`src/rtl/vga_pkg.sv`:
```
// vga_pkg: 640x480@60 Hz timing constants shared by the VGA sync generator.
//   Exports the default display/porch/sync sizes, the derived line and frame totals,
//   the coordinate counter width and the sync polarity.
package vga_pkg;
   localparam int VGA_H_DISPLAY = 640;
   localparam int VGA_H_FRONT   = 16;
   localparam int VGA_H_SYNC    = 96;
   localparam int VGA_H_BACK    = 48;
   localparam int VGA_V_DISPLAY = 480;
   localparam int VGA_V_FRONT   = 10;
   localparam int VGA_V_SYNC    = 2;
   localparam int VGA_V_BACK    = 33;
   localparam int VGA_H_TOTAL   = VGA_H_DISPLAY + VGA_H_FRONT + VGA_H_SYNC + VGA_H_BACK;
   localparam int VGA_V_TOTAL   = VGA_V_DISPLAY + VGA_V_FRONT + VGA_V_SYNC + VGA_V_BACK;
   localparam int CNT_W         = 10;
   localparam logic SYNC_ACTIVE = 1'b0;
endpackage

```
`src/rtl/vga_mod_counter.sv`:
```
// vga_mod_counter: modulo-MOD up counter.
//   clk   : clock
//   clr   : synchronous clear, overrides en
//   en    : count enable
//   count : current value, 0..MOD-1
//   wrap  : high when en is set and count is at MOD-1 (count returns to 0 next clk)
module vga_mod_counter #(
   parameter int MOD = 800,
   parameter int W   = 10
) (
   input  logic         clk,
   input  logic         clr,
   input  logic         en,
   output logic [W-1:0] count,
   output logic         wrap
);
   localparam logic [W-1:0] LAST = W'(MOD - 1);
   assign wrap = en && (count == LAST);
   always_ff @(posedge clk)
      count <= (clr || wrap) ? '0 : en ? count + W'(1) : count;
endmodule

```
`src/rtl/vga_sync_gen.sv`:
```
// vga_sync_gen: VGA timing generator advancing one pixel per pix_en pulse.
//   clk         : system clock
//   reset       : synchronous reset, active-low
//   pix_en      : pixel-rate enable
//   hsync/vsync : sync pulses, active-low
//   video_on    : pixel_x/pixel_y lie in the visible area
//   pixel_x/y   : current pixel coordinates
//   frame_tick  : one-clk pulse with the first (0,0) output of each frame
//   frame_count : frame counter, present only when VGA_SYNC_FRAME_CNT_EN is defined
// All outputs are registered decodes of the same counter state, one clk behind it.
module vga_sync_gen
   import vga_pkg::*;
#(
   parameter int H_DISPLAY = VGA_H_DISPLAY,
   parameter int H_FRONT   = VGA_H_FRONT,
   parameter int H_SYNC    = VGA_H_SYNC,
   parameter int H_BACK    = VGA_H_BACK,
   parameter int V_DISPLAY = VGA_V_DISPLAY,
   parameter int V_FRONT   = VGA_V_FRONT,
   parameter int V_SYNC    = VGA_V_SYNC,
   parameter int V_BACK    = VGA_V_BACK
) (
   input  logic             clk,
   input  logic             reset,
   input  logic             pix_en,
   output logic             hsync,
   output logic             vsync,
   output logic             video_on,
   output logic [CNT_W-1:0] pixel_x,
   output logic [CNT_W-1:0] pixel_y,
`ifdef VGA_SYNC_FRAME_CNT_EN
   output logic [15:0]      frame_count,
`endif
   output logic             frame_tick
);
   localparam int H_TOTAL = H_DISPLAY + H_FRONT + H_SYNC + H_BACK;
   localparam int V_TOTAL = V_DISPLAY + V_FRONT + V_SYNC + V_BACK;
   localparam logic [CNT_W-1:0] H_VIS = CNT_W'(H_DISPLAY);
   localparam logic [CNT_W-1:0] V_VIS = CNT_W'(V_DISPLAY);
   localparam logic [CNT_W-1:0] HS_BEG = CNT_W'(H_DISPLAY + H_FRONT);
   localparam logic [CNT_W-1:0] HS_END = CNT_W'(H_DISPLAY + H_FRONT + H_SYNC);
   localparam logic [CNT_W-1:0] VS_BEG = CNT_W'(V_DISPLAY + V_FRONT);
   localparam logic [CNT_W-1:0] VS_END = CNT_W'(V_DISPLAY + V_FRONT + V_SYNC);
   logic [CNT_W-1:0] h_cnt, v_cnt;
   logic             h_wrap, v_wrap, wrap_d;
   vga_mod_counter #(.MOD(H_TOTAL), .W(CNT_W)) u_h (
      .clk(clk), .clr(!reset), .en(pix_en), .count(h_cnt), .wrap(h_wrap)
   );
   vga_mod_counter #(.MOD(V_TOTAL), .W(CNT_W)) u_v (
      .clk(clk), .clr(!reset), .en(h_wrap), .count(v_cnt), .wrap(v_wrap)
   );
   // wrap_d marks that the counters just returned to (0,0) by wrapping, so the
   // tick lands on the same clk as the registered (0,0) outputs and never on
   // the (0,0) that follows reset release.
   always_ff @(posedge clk) begin
      if (!reset) begin
         hsync      <= ~SYNC_ACTIVE;
         vsync      <= ~SYNC_ACTIVE;
         video_on   <= 1'b0;
         pixel_x    <= '0;
         pixel_y    <= '0;
         frame_tick <= 1'b0;
         wrap_d     <= 1'b0;
      end else begin
         hsync      <= (h_cnt >= HS_BEG && h_cnt < HS_END) ? SYNC_ACTIVE : ~SYNC_ACTIVE;
         vsync      <= (v_cnt >= VS_BEG && v_cnt < VS_END) ? SYNC_ACTIVE : ~SYNC_ACTIVE;
         video_on   <= (h_cnt < H_VIS) && (v_cnt < V_VIS);
         pixel_x    <= h_cnt;
         pixel_y    <= v_cnt;
         frame_tick <= wrap_d;
         wrap_d     <= v_wrap;
      end
   end
`ifdef VGA_SYNC_FRAME_CNT_EN
   always_ff @(posedge clk)
      frame_count <= !reset ? '0 : frame_count + 16'(wrap_d);
`endif
endmodule

```
`config.mk`:
```
export PLATFORM = sky130hd
export DESIGN_NAME = vga_sync_gen
export DESIGN_NICKNAME = d
export VERILOG_FILES = /design/src/rtl/vga_pkg.sv /design/src/rtl/vga_mod_counter.sv /design/src/rtl/vga_sync_gen.sv
export SDC_FILE = /design/constraint.sdc
export NUM_CORES = 1
export LEC_CHECK = 0
export CAP_MARGIN = 15
export CELL_PAD_IN_SITES_DETAIL_PLACEMENT = 1
export CELL_PAD_IN_SITES_GLOBAL_PLACEMENT = 2
export CORE_UTILIZATION = 33
export CTS_CLUSTER_DIAMETER = 60
export DETAILED_ROUTE_END_ITERATION = 16
export GPL_TIMING_DRIVEN = 0
export PLACE_DENSITY_LB_ADDON = 0.1
export SYNTH_ARGS = -nofsm -noshare
export SYNTH_HDL_FRONTEND = slang
export SYNTH_SLANG_ARGS = --single-unit
```
`constraint.sdc`:
```
create_clock -name clk -period 1.7 [get_ports clk]
set_input_delay 0.255 -clock clk [delete_from_list [all_inputs] [get_ports clk]]
set_output_delay 0.255 -clock clk [all_outputs]
set_load 0.03 [all_outputs]
```
== After elaboration in Yosys (flattened, before gate mapping) ==
Index checks and enable logic that the tools add are counted.
Word-level totals
  bits in registers: 45
  logic and storage cells: 29
Operators by class
  $add $sub $neg: 2
  $lt $le $gt $ge: 6
  eq/ne operators: 2
  multiplexer cells: 2
  reductions and logical operators: 8
Operator list (count)
  $add A10 B1 Y10 const B: 2
  $eq A10 B10 Y1 const B: 2
  $lt A10 B10 Y1 const B: 2
  $lt A10 B9 Y1 const B: 2
  $ge A10 B10 Y1 const B: 1
  $ge A10 B9 Y1 const B: 1
  $logic_and A1 B1 Y1: 5
  $logic_or A1 B1 Y1: 2
  $mux W1: 2
  $logic_not A1 Y1: 1

== Logic depth before layout (Yosys ltp) ==
  word-level depth: 4
  depth in mapped cells: 6

== By module ==
Synthesis repeated with hierarchy kept, for this count alone.
Second synthesis, totals
  cell total of the unflattened synthesis: 167
  area total of the unflattened synthesis: 1709.1 um2
By module, submodules not included
  vga_sync_gen: times used 1, cells an instance 59, area an instance 724.4 um2, seq. area each 500.5 um2
  vga_mod_counter (u_v): times used 1, cells an instance 55, area an instance 494.2 um2, seq. area each 200.2 um2
  vga_mod_counter (u_h): times used 1, cells an instance 53, area an instance 490.5 um2, seq. area each 200.2 um2

== Worst setup path before layout ==
No wires, ideal clock.
  path type: reg-to-reg
  from: reg u_h.count[0]
  to: reg u_v.count[7]
  setup time: 0.070 ns
  arrival time: 1.420 ns
  slack: 0.210 ns
  stages on the path, launching flop included: 5
  path buffers: 0
  period minus slack after synthesis: 1.490 ns
  cells stage by stage: dfxtp_1 ha_1 nand4_4 or4_1 a21oi_1
On the way
  longest elaborated chain between the ends: 4
Ends and longest elaborated chain
  start: declaration: line vga_mod_counter.sv:14  | output logic [W-1:0] count,
  start signal: assignment: line vga_mod_counter.sv:20  | count <= (clr || wrap) ? '0 : en ? count + W'(1) : count;
  $eq A10 B10 Y1 *: line vga_mod_counter.sv:18  | assign wrap = en && (count == LAST);
  $logic_and A1 B1 Y1 *: line vga_mod_counter.sv:18
  $logic_and A1 B1 Y1: line vga_mod_counter.sv:18
  $logic_or A1 B1 Y1: line vga_mod_counter.sv:20
  end signal: assignment: line vga_mod_counter.sv:20
  end: declaration: line vga_mod_counter.sv:14
Mark *: on every way between the ends. The rest lies on a longest branch, timed or not.
A chain may end at the register's enable or synchronous reset.

== Worst setup path after layout ==
  from: reg u_h.count[6]
  to: reg u_v.count[7]
The elaborated chain is that of the path after synthesis.

==> impl_metrics.tcl <==
set metrics [dict create \
    status "finished, final reports clean" \
    worst_r2r_endpoint "u_v.count[7]" \
    vias 1393 \
    grt_max_degree 14 \
    core_area_um2 5107 \
    yosysUniqueCellTypes 33 \
    finClkSkew_ns 0.006885 \
    grt_overflow 0 \
    instances_no_fill 282 \
    setup_violations 0 \
    postSynth.asyncResetShare 0 \
    finalHoldViolCount 0 \
    clockBufferDepth 2 \
    critPathKind "reg -> reg" \
    clockRootBuffer "clkbuf_8" \
    clk_pin_slew_worst_paths_ns 0.08 \
    wl_mm 4.120 \
    ir_drop_mv 0.5501 \
    timing.fmax_ghz 0.6198 \
    rrSetupSlack_ns 0.09 \
    hold_ws_ns 0.2686 \
    start_util 0.3427 \
    power_density_nw_per_um2 865.6 \
    clkLatencyLatePin_ns 0.30 \
    synthFlopType "dfxtp_1" \
    p_leak_uw 0.0008204 \
    hold_start "pix_en" \
    synthCells 179 \
    ff2ff_path_depth 4 \
    fin_crit_sh 0.9490 \
    cts-hold-fix-buffers 0 \
    drc_errors 0 \
    syn-num-nets 187 \
    r2r-start "u_h.count[6]" \
    critPathMaxFanout 8 \
    drt-initial-drc-count 74 \
    drive_above_1_share 0.1226 \
    worstMarginPinSlew_ns 0.5480 \
    numCtsBuffers 5 \
    die_x_um 74.83 \
    grt_pass1_wl_mm 6.658 \
    vias_per_cell 4.940 \
    ant_nets 0 \
    final_common_cell "dfxtp_1" \
    hpwl_mm 2.827 \
    drv_slew 0 \
    cts_max_level 2 \
    gp_congestion 0.7399 \
    wl_per_cell_um 14.61 \
    worstPathArrival_ns 1.84 \
    crit_path_end_kind "flop" \
    grt_pass1_vias 1371 \
    die_h_um 74.83 \
    dieArea_um2 5600 \
    drt_pre_antenna_iters 6 \
    synth_edf_count 0 \
    final_cell_mix "dfxtp_1, and2_1, clkdlybuf4s50_1" \
    layout.nets 219 \
    max_stage_delay_ns 0.53 \
    diodes 0 \
    syn_area_um2 1750 \
    areaGrowthSynthToFinish_pct 29.74 \
    rows 26 \
    relSlewSlack 0.6346 \
    nFillCells 614 \
    synth-seq-cells 45 \
    cts.sinks 45 \
    yosysSeqAreaShare 0.5147 \
    io_buffers 24 \
    crit_path_top_delay_cell "or4_1" \
    place_inst 273 \
    start_kind "flop" \
    crit_buf_inv 0 \
    cp_cell_sequence "nor3b_4 -> nand4_4 -> or4_1 -> a21oi_1" \
    holdPathEnd "u_h.count[0]" \
    grt_util_all_layers 0.1621 \
    crit_family "simple AND/OR/NAND/NOR gates" \
    cap_viol_max_count 0 \
    hold_depth 3 \
    synth.avg_cell_area_um2 9.779 \
    cts_tree "done" \
    min_period_ns 1.613 \
    holdCritPathClass "in -> reg" \
    crit_required_ns 1.93 \
    antenna_found_initial 0 \
    io_pins 27 \
    yosysWarnings 0 \
]
## per-stage QoR
stage | TNS (ns) | setup WS (ns) | utilization | total power [µW] | area [µm²]
after floorplan | 0 | 0.2098 | - | 1136 | 1750
after global placement | -1.156 | -0.1246 | 0.4069 | 1156 | 2078
after detailed placement | -2.480 | -0.2072 | 0.4069 | 1159 | 2078
after CTS | 0 | 0.01240 | 0.4375 | 1989 | 2235
after global routing | -0.01450 | -0.009380 | 0.4446 | 2050 | 2271
final | 0 | 0.08669 | 0.4446 | 1966 | 2271
## flip-flops by register name (all words and copies together) (netlist names)
| signal | cells |
|---|---|
| video_on | 1 |
| hsync | 1 |
| vsync | 1 |
| u_v.count | 10 |
| pixel_y | 10 |
| frame_tick | 1 |
| wrap_d | 1 |
| pixel_x | 10 |
| u_h.count | 10 |
## Yosys cell counts, types with 4 or more instances
cell type | number | area (µm²)
nor3_1 | 4 | 20.02
and2_1 | 24 | 150.1
xor2_1 | 4 | 35.03
a21oi_1 | 8 | 40.04
nor2_1 | 15 | 56.30
inv_1 | 5 | 18.77
nand4_1 | 7 | 43.79
nand3_1 | 7 | 35.03
o21ai_0 | 7 | 35.03
dfxtp_1 | 45 | 900.9
xnor2_1 | 6 | 52.55
or3_1 | 6 | 37.54
clkbuf_1 | 4 | 15.01
ha_1 | 5 | 62.56
nand2_1 | 8 | 30.03
## worst reg2reg max path, delay by kind of cell, from the launching register on
family / cells / cell delay [ns]
simple gates: 3 / 0.98
flops: 1 / 0.41
compound gates: 1 / 0.16
## repair_timing
action / 4_1_cts / 5_1_grt
pin swaps: 2 / 2
gates resized for setup: 6 / 8
gates cloned: 1 / 0
setup endpoints to repair: 19 / 15
buffers inserted: 0 / 2
## where the power goes
group | total (µW) | leakage [µW] | internal [µW] | switching (µW)
registers | 1070 | 0.000365 | 1060 | 10.7
clock network | 826 | 0.0000585 | 479 | 347
logic | 66.4 | 0.000397 | 23.7 | 42.7
total | 1970 | 0.000820 | 1570 | 400
## layout make-up
| cell class | instances | area, µm² | area share |
|---|---|---|---|
| inverters | 5 | 18.77 | 0.008264 |
| repair buffers | 26 | 255.2 | 0.1124 |
| plain buffers | 6 | 37.54 | 0.01653 |
| well taps | 70 | 87.58 | 0.03857 |
| flip-flops and latches | 45 | 905.9 | 0.3989 |
| clock buffers | 7 | 86.33 | 0.03802 |
| multi-input cells | 122 | 849.6 | 0.3741 |
| clock inverters | 1 | 30.03 | 0.01322 |
## how the worst max path moves through the flow
stage                            start           end  cells past startpoint
after floorplan           u_h.count[0]  u_v.count[7]                      4
after global placement    u_h.count[0]  u_v.count[1]                      5
after detailed placement  u_h.count[0]  u_v.count[7]                      5
after CTS                 u_h.count[0]  u_v.count[7]                      4
after global routing      u_h.count[6]  u_v.count[8]                      4
final                     u_h.count[6]  u_v.count[7]                      4
## kinds of logic (layout without fill, tap and decap cells)
logic type / Yosys count / in the layout / synth area share
xor+xnor: 10 / 10 / 0.05003
mux: 2 / 2 / 0.01144
fa+ha+maj: 5 / 5 / 0.03574
simple gates: 85 / 85 / 0.2909
compound gates: 19 / 20 / 0.06147
buf+inv: 13 / 45 / 0.03574
flops: 45 / 45 / 0.5147
## layer usage
metal  global-route usage  part of all wire
met2               0.2523              0.46
met5                    0                 0
met1               0.2147              0.49
met4              0.06080             0.021
met3              0.04418             0.031
No activity file was read; power rests on OpenSTA's default activity.
